<file path="src/rtl/ins_loader.sv">
// ins_loader: encodes RV32 instruction requests (R/I/S/SB/UJ) and writes them
// sequentially into instruction memory starting at a latched base address.
//
// state  | meaning
// IDLE   | waiting for start; status outputs hold the previous session's result
// ACCEPT | in_ready high, waiting for an instruction request
// WRITE  | one-cycle memory write of the registered encoded word
// FINISH | one-cycle done pulse, then back to IDLE
module ins_loader #(
    parameter int MAX_WORDS = 256
) (
    input  logic        clk,
    input  logic        reset,
    input  logic        start,
    input  logic [31:0] base_addr,
    input  logic        in_valid,
    output logic        in_ready,
    input  logic [2:0]  in_fmt,
    input  logic [4:0]  in_rd,
    input  logic [4:0]  in_rs1,
    input  logic [4:0]  in_rs2,
    input  logic [2:0]  in_funct3,
    input  logic [6:0]  in_funct7,
    input  logic [31:0] in_imm,
    input  logic        in_last,
    output logic        mem_we,
    output logic [31:0] mem_addr,
    output logic [31:0] mem_wdata,
    output logic        busy,
    output logic        done,
    output logic        err,
    output logic [15:0] count
);

    typedef enum logic [1:0] {IDLE, ACCEPT, WRITE, FINISH} state_t;

    localparam logic [15:0] MAX_CNT = 16'(MAX_WORDS);

    state_t             state, state_nxt;
    logic               last_q;
    logic               hs;
    logic               max_hit;
    logic               enc_err;
    logic [31:0]        enc_word;
    logic signed [31:0] imm_s;
    logic               imm12_ok, imm13_ok, imm21_ok;

    assign imm_s    = in_imm;
    assign imm12_ok = (imm_s >= -32'sd2048) && (imm_s <= 32'sd2047);
    assign imm13_ok = (imm_s >= -32'sd4096) && (imm_s <= 32'sd4094) && !in_imm[0];
    assign imm21_ok = (imm_s >= -32'sd1048576) && (imm_s <= 32'sd1048574) && !in_imm[0];
    assign hs       = in_valid && in_ready;
    assign max_hit  = (count + 16'd1) == MAX_CNT;

    // Encode the presented request and flag unencodable formats/immediates
    always_comb begin
        enc_word = '0;
        enc_err  = 1'b0;
        case (in_fmt)
            3'd0: enc_word = {in_funct7, in_rs2, in_rs1, in_funct3, in_rd, 7'h33};
            3'd1: begin
                enc_word = {in_imm[11:0], in_rs1, in_funct3, in_rd, 7'h03};
                enc_err  = !imm12_ok;
            end
            3'd2: begin
                enc_word = {in_imm[11:0], in_rs1, in_funct3, in_rd, 7'h13};
                enc_err  = !imm12_ok;
            end
            3'd3: begin
                enc_word = {in_imm[11:5], in_rs2, in_rs1, in_funct3, in_imm[4:0], 7'h23};
                enc_err  = !imm12_ok;
            end
            3'd4: begin
                enc_word = {in_imm[12], in_imm[10:5], in_rs2, in_rs1, in_funct3,
                            in_imm[4:1], in_imm[11], 7'h63};
                enc_err  = !imm13_ok;
            end
            3'd5: begin
                enc_word = {in_imm[20], in_imm[10:1], in_imm[11], in_imm[19:12], in_rd, 7'h6F};
                enc_err  = !imm21_ok;
            end
            default: enc_err = 1'b1;
        endcase
    end

    // Next-state and status outputs; reset masks the outputs in its own cycle
    always_comb begin
        state_nxt = state;
        in_ready  = 1'b0;
        mem_we    = 1'b0;
        busy      = 1'b0;
        done      = 1'b0;
        case (state)
            IDLE: begin
                if (start) state_nxt = ACCEPT;
            end
            ACCEPT: begin
                in_ready = !reset;
                busy     = !reset;
                if (hs) begin
                    if (enc_err) state_nxt = in_last ? FINISH : ACCEPT;
                    else         state_nxt = WRITE;
                end
            end
            WRITE: begin
                mem_we = !reset;
                busy   = !reset;
                if (last_q || max_hit) state_nxt = FINISH;
                else                   state_nxt = ACCEPT;
            end
            FINISH: begin
                done      = !reset;
                busy      = !reset;
                state_nxt = IDLE;
            end
            default: state_nxt = IDLE;
        endcase
    end

    // State register
    always_ff @(posedge clk) begin
        if (reset) state <= IDLE;
        else       state <= state_nxt;
    end

    // Session datapath: address, write data, word count and sticky error
    always_ff @(posedge clk) begin
        if (reset) begin
            mem_addr  <= '0;
            mem_wdata <= '0;
            count     <= '0;
            err       <= 1'b0;
            last_q    <= 1'b0;
        end else begin
            case (state)
                IDLE: begin
                    if (start) begin
                        mem_addr <= base_addr & 32'hFFFF_FFFC;
                        count    <= '0;
                        err      <= 1'b0;
                    end
                end
                ACCEPT: begin
                    if (hs) begin
                        if (enc_err) begin
                            err <= 1'b1;
                        end else begin
                            mem_wdata <= enc_word;
                            last_q    <= in_last;
                        end
                    end
                end
                WRITE: begin
                    mem_addr <= mem_addr + 32'd4;
                    count    <= count + 16'd1;
                    if (!last_q && max_hit) err <= 1'b1;
                end
                default: ;
            endcase
        end
    end

endmodule

</file>
<file path="config.mk">
export PLATFORM = sky130hd
export DESIGN_NAME = ins_loader
export DESIGN_NICKNAME = d
export VERILOG_FILES = /design/src/rtl/ins_loader.sv
export SDC_FILE = /design/constraint.sdc
export NUM_CORES = 1
export LEC_CHECK = 0
export BUFFER_PORTS_ARGS = -buffer_cell sky130_fd_sc_hd__clkbuf_2
export CAP_MARGIN = 5
export CORE_MARGIN = 1
export CORE_UTILIZATION = 52
export CTS_CLUSTER_SIZE = 16
export DETAILED_ROUTE_END_ITERATION = 10
export GPL_TIMING_DRIVEN = 0
export PLACE_DENSITY = 0.84
export SYNTH_ARGS = -nofsm -noshare
export SYNTH_HDL_FRONTEND = slang
export SYNTH_SLANG_ARGS = --single-unit
</file>
<file path="constraint.sdc">
create_clock -name clk -period 4.9 [get_ports clk]
set_clock_uncertainty 0.2 [all_clocks]
set_input_delay 0.49 -clock clk [delete_from_list [all_inputs] [get_ports clk]]
set_output_delay 0.49 -clock clk [all_outputs]
set_load 0.1 [all_outputs]
</file>
==> metrics.log <==
INFO  metric fp.dieH = 99.2 microns
INFO  metric slew_viols_final = 0
INFO  metric grt_max_degree = 13
INFO  metric last_weighted_congestion_value_of_the_routability_driven_placer = 0.938
INFO  metric numPortBuffers = 175
INFO  metric critical_path_peak_fanout = 10
INFO  metric layout_min_cycle_time = 3100 ps
INFO  metric place.detailed.hpwl = 12.2 mm
INFO  metric synth-async-reset-ratio = 0%
INFO  metric cts-resized-gates = 0
INFO  metric post_synth_main_area_contributors = sky130_fd_sc_hd__dfxtp_1 (33%), sky130_fd_sc_hd__o21ai_0 (7.6%), sky130_fd_sc_hd__nor2_1 (6.7%)
INFO  metric area_growth = 24.5%
INFO  metric hold_buffers = 0
INFO  metric clkTransAtPathRegs = 80 ps
INFO  metric netlist.top_cell.by_area = sky130_fd_sc_hd__dfxtp_1
INFO  metric yosys_most_used_dff = sky130_fd_sc_hd__dfxtp_1
INFO  metric groute.layer.met1.usage = 40.0%
INFO  metric globalRoute.busiestLayer = met2
INFO  metric n_fill_cell = 806
INFO  metric synth.ff_latch_count = 80
INFO  metric cts_setup_buffers = 0
INFO  metric grt_first_pass_wirelength = 25.7 mm
INFO  metric fin_crit_sh = 63.3%
INFO  metric tritoncts = done
INFO  metric ant_nets = 0
INFO  metric globalRouteOverflowTotal = 0
INFO  metric drcViolationCount = 0
INFO  metric drt-total-wl = 16.3 mm
INFO  metric gr-usage-met2 = 55.3%
INFO  metric syn_avg_cell_area = 7.47 sq um
INFO  metric synth_adder_area_share = 1.78%
INFO  metric drive_above_1_share = 27.0%
INFO  metric hold_ws = 174 ps
INFO  metric max_clock_buf_depth = 2
INFO  metric numCtsBuffers = 9
INFO  metric power.static_leakage = 2.53 nW
INFO  metric synth_top_cell_area_share = 32.6%
INFO  metric worst_pin_slew = 619 ps
INFO  metric worst_ir_drop_vdd = 0.174 mV
INFO  metric max_cap_violations = 0
INFO  metric synth_top_family_by_area = compound AO/OA/AOI/OAI gates
INFO  metric yosys.cell_types.count = 60
INFO  metric area.sequential = 1600 sq um
INFO  metric core_area = 9200 sq um
INFO  metric route.vias.total = 5913
INFO  metric dieArea = 9840 sq um
INFO  metric first_global_vias = 5342
INFO  metric number_of_vias_per_cell = 6.17
INFO  metric grt_setup_unrepaired = no
INFO  metric n_antenna_cell = 0
INFO  metric floorplan.die.width = 99.2 microns
INFO  metric run_status = completed
INFO  metric syn-instance-count = 657
INFO  metric final_cell_mix = sky130_fd_sc_hd__clkbuf_2 (176), sky130_fd_sc_hd__nor2_1 (88), sky130_fd_sc_hd__dfxtp_1 (80), sky130_fd_sc_hd__o21ai_0 (75), sky130_fd_sc_hd__a21oi_1 (58)
INFO  metric synth_edf_count = 0
INFO  metric rrSetupSlack = 1800 ps
INFO  metric drt_pass1_iterations = 5
INFO  metric synthMuxAreaShare = 3.46%
INFO  metric netlist_area = 4910 sq um
INFO  metric relSlewSlack = 58.6%
INFO  metric cts_max_level = 3
INFO  metric post-place-cells = 944
INFO  metric ys_seq_area_share = 32.6%
INFO  metric crit_chain = inv_1 -> ha_1 -> clkbuf_1 -> o21ai_0 -> nor2b_1 -> clkbuf_1 -> clkbuf_1 -> o21ai_0 -> o21ai_0
INFO  metric synth_xor_area_share = 0.713%
INFO  metric design.portCount = 182
INFO  metric timing.critical_path.slowest_cell_delay = 520 ps
INFO  metric final.setup.tns = 0 ps
INFO  metric final_common_cell = sky130_fd_sc_hd__clkbuf_2
INFO  metric cp.arrival = 3160 ps
INFO  metric grt.total_usage = 32.2%
INFO  metric floorplan.initialDensity = 53.4%
INFO  metric finalNonFillerCells = 959
INFO  metric multi_input_area = 3020 sq um
INFO  metric synthesis.yosys.warnings = 0
INFO  metric timing.critical_path.to_type = flop
INFO  metric num_rows = 35
INFO  metric cp_data_required_time = 4960 ps
INFO  metric share_of_the_synthesized_area_in_compound_gates_ao_oa_aoi_oai = 28.4%
INFO  metric global_route_met3_usage = 4.57%
INFO  metric worst_hold_path_type = in2reg
INFO  metric wl_per_cell = 17.0 microns
INFO  metric ctsRootBufferMaster = sky130_fd_sc_hd__clkbuf_8
INFO  metric setup_violations = 0
INFO  metric placedInstanceArea = 5930 sq um
INFO  metric hold_viol = 0
INFO  metric clk-insertion-delay-late = 350 ps
INFO  metric layout.nets = 948
INFO  metric setup.worst_path.start_class = flop
INFO  metric numClockSinks = 80
INFO  metric critical_path.slowest_cell = sky130_fd_sc_hd__o21ai_0
INFO  metric power = 2.16 mW
INFO  metric start_to_end_type_of_the_worst_setup_path = reg2reg
INFO  metric power_density = 353 nW/um^2
INFO  metric grt_antenna_before_repair = 0
INFO  metric maxClockFrequency = 322 MHz
INFO  metric synth_simple_gate_area_share = 27.0%
INFO  metric drc_violation_total_after_the_first_tritonroute_iteration = 400
INFO  metric fin_area = 6120 sq um
## Yosys cell counts, types with 12 or more instances
master / n
sky130_fd_sc_hd__nor2b_1: 17
sky130_fd_sc_hd__clkbuf_1: 36
sky130_fd_sc_hd__a21oi_1: 58
sky130_fd_sc_hd__mux2i_1: 17
sky130_fd_sc_hd__a22oi_1: 20
sky130_fd_sc_hd__nand4_1: 14
sky130_fd_sc_hd__nor3_1: 28
sky130_fd_sc_hd__dfxtp_1: 80
sky130_fd_sc_hd__inv_1: 12
sky130_fd_sc_hd__a211oi_1: 16
sky130_fd_sc_hd__a31oi_1: 19
sky130_fd_sc_hd__nand3_1: 20
sky130_fd_sc_hd__o21ai_0: 75
sky130_fd_sc_hd__nor2_1: 88
sky130_fd_sc_hd__nand2_1: 41
## metrics by stage
stage	utilization, %	setup slack, ps
6_report	66.5	1800
5_1_grt	66.5	1520
4_1_cts	66.5	1820
3_5_place_dp	64.5	1900
3_3_place_gp	64.5	1950
2_1_floorplan	-	1350
## cells by family (layout without fill, tap and decap cells)
group,count (synthesis),after routing
AND/OR/NAND/NOR,261,261
AO/OA/AOI/OAI,223,223
XOR/XNOR,4,4
multiplexers,17,17
buffers and inverters,64,254
adder cells (fa/ha/maj),7,7
flip-flops,80,80
other,1,2
## path summary, 6_finish.rpt
kind | start | endpoint | cells past startpoint
hold reg to reg | mem_wdata[8] | mem_wdata[8] | 2
setup / recovery | state[0] | mem_addr[22] | 9
setup reg to reg | state[0] | mem_addr[22] | 9
hold / removal | base_addr[29] | mem_addr[29] | 3
## flip-flops by register name, summed over array words and instances (netlist names)
register and count:
err 1, state 2, last_q 1, count 16
mem_addr 30, mem_wdata 30
## critical path: cells and delay by family (launching register included)
kind            cells  cell delay (ps)
flops               1              430
buf+inv             4             1160
compound gates      3              810
fa+ha+maj           1              200
simple gates        1              210
## cell type report
cell class / instances / area share [%]
clock inverters: 4 / 0.736
plain buffers: 51 / 4.03
inverters: 13 / 0.798
well taps: 111 / 2.27
flip-flops and latches: 80 / 26.2
multi-input cells: 514 / 49.3
clock buffers: 11 / 2.31
repair buffers: 175 / 14.3
## routing by layer
layer	part of all wire [%]	vias to the layer above	routed length [microns]
li1	-	2788	-
met1	39	2691	6380
met2	48	392	7870
met3	9.9	42	1600
met4	2.5	0	408
met5	0	-	0
## report_power, final
part           internal (mW)  switching [mW]
registers              0.713          0.0844
clock network          0.245           0.236
logic                  0.176           0.706
Power figures use the tool's default switching activity.
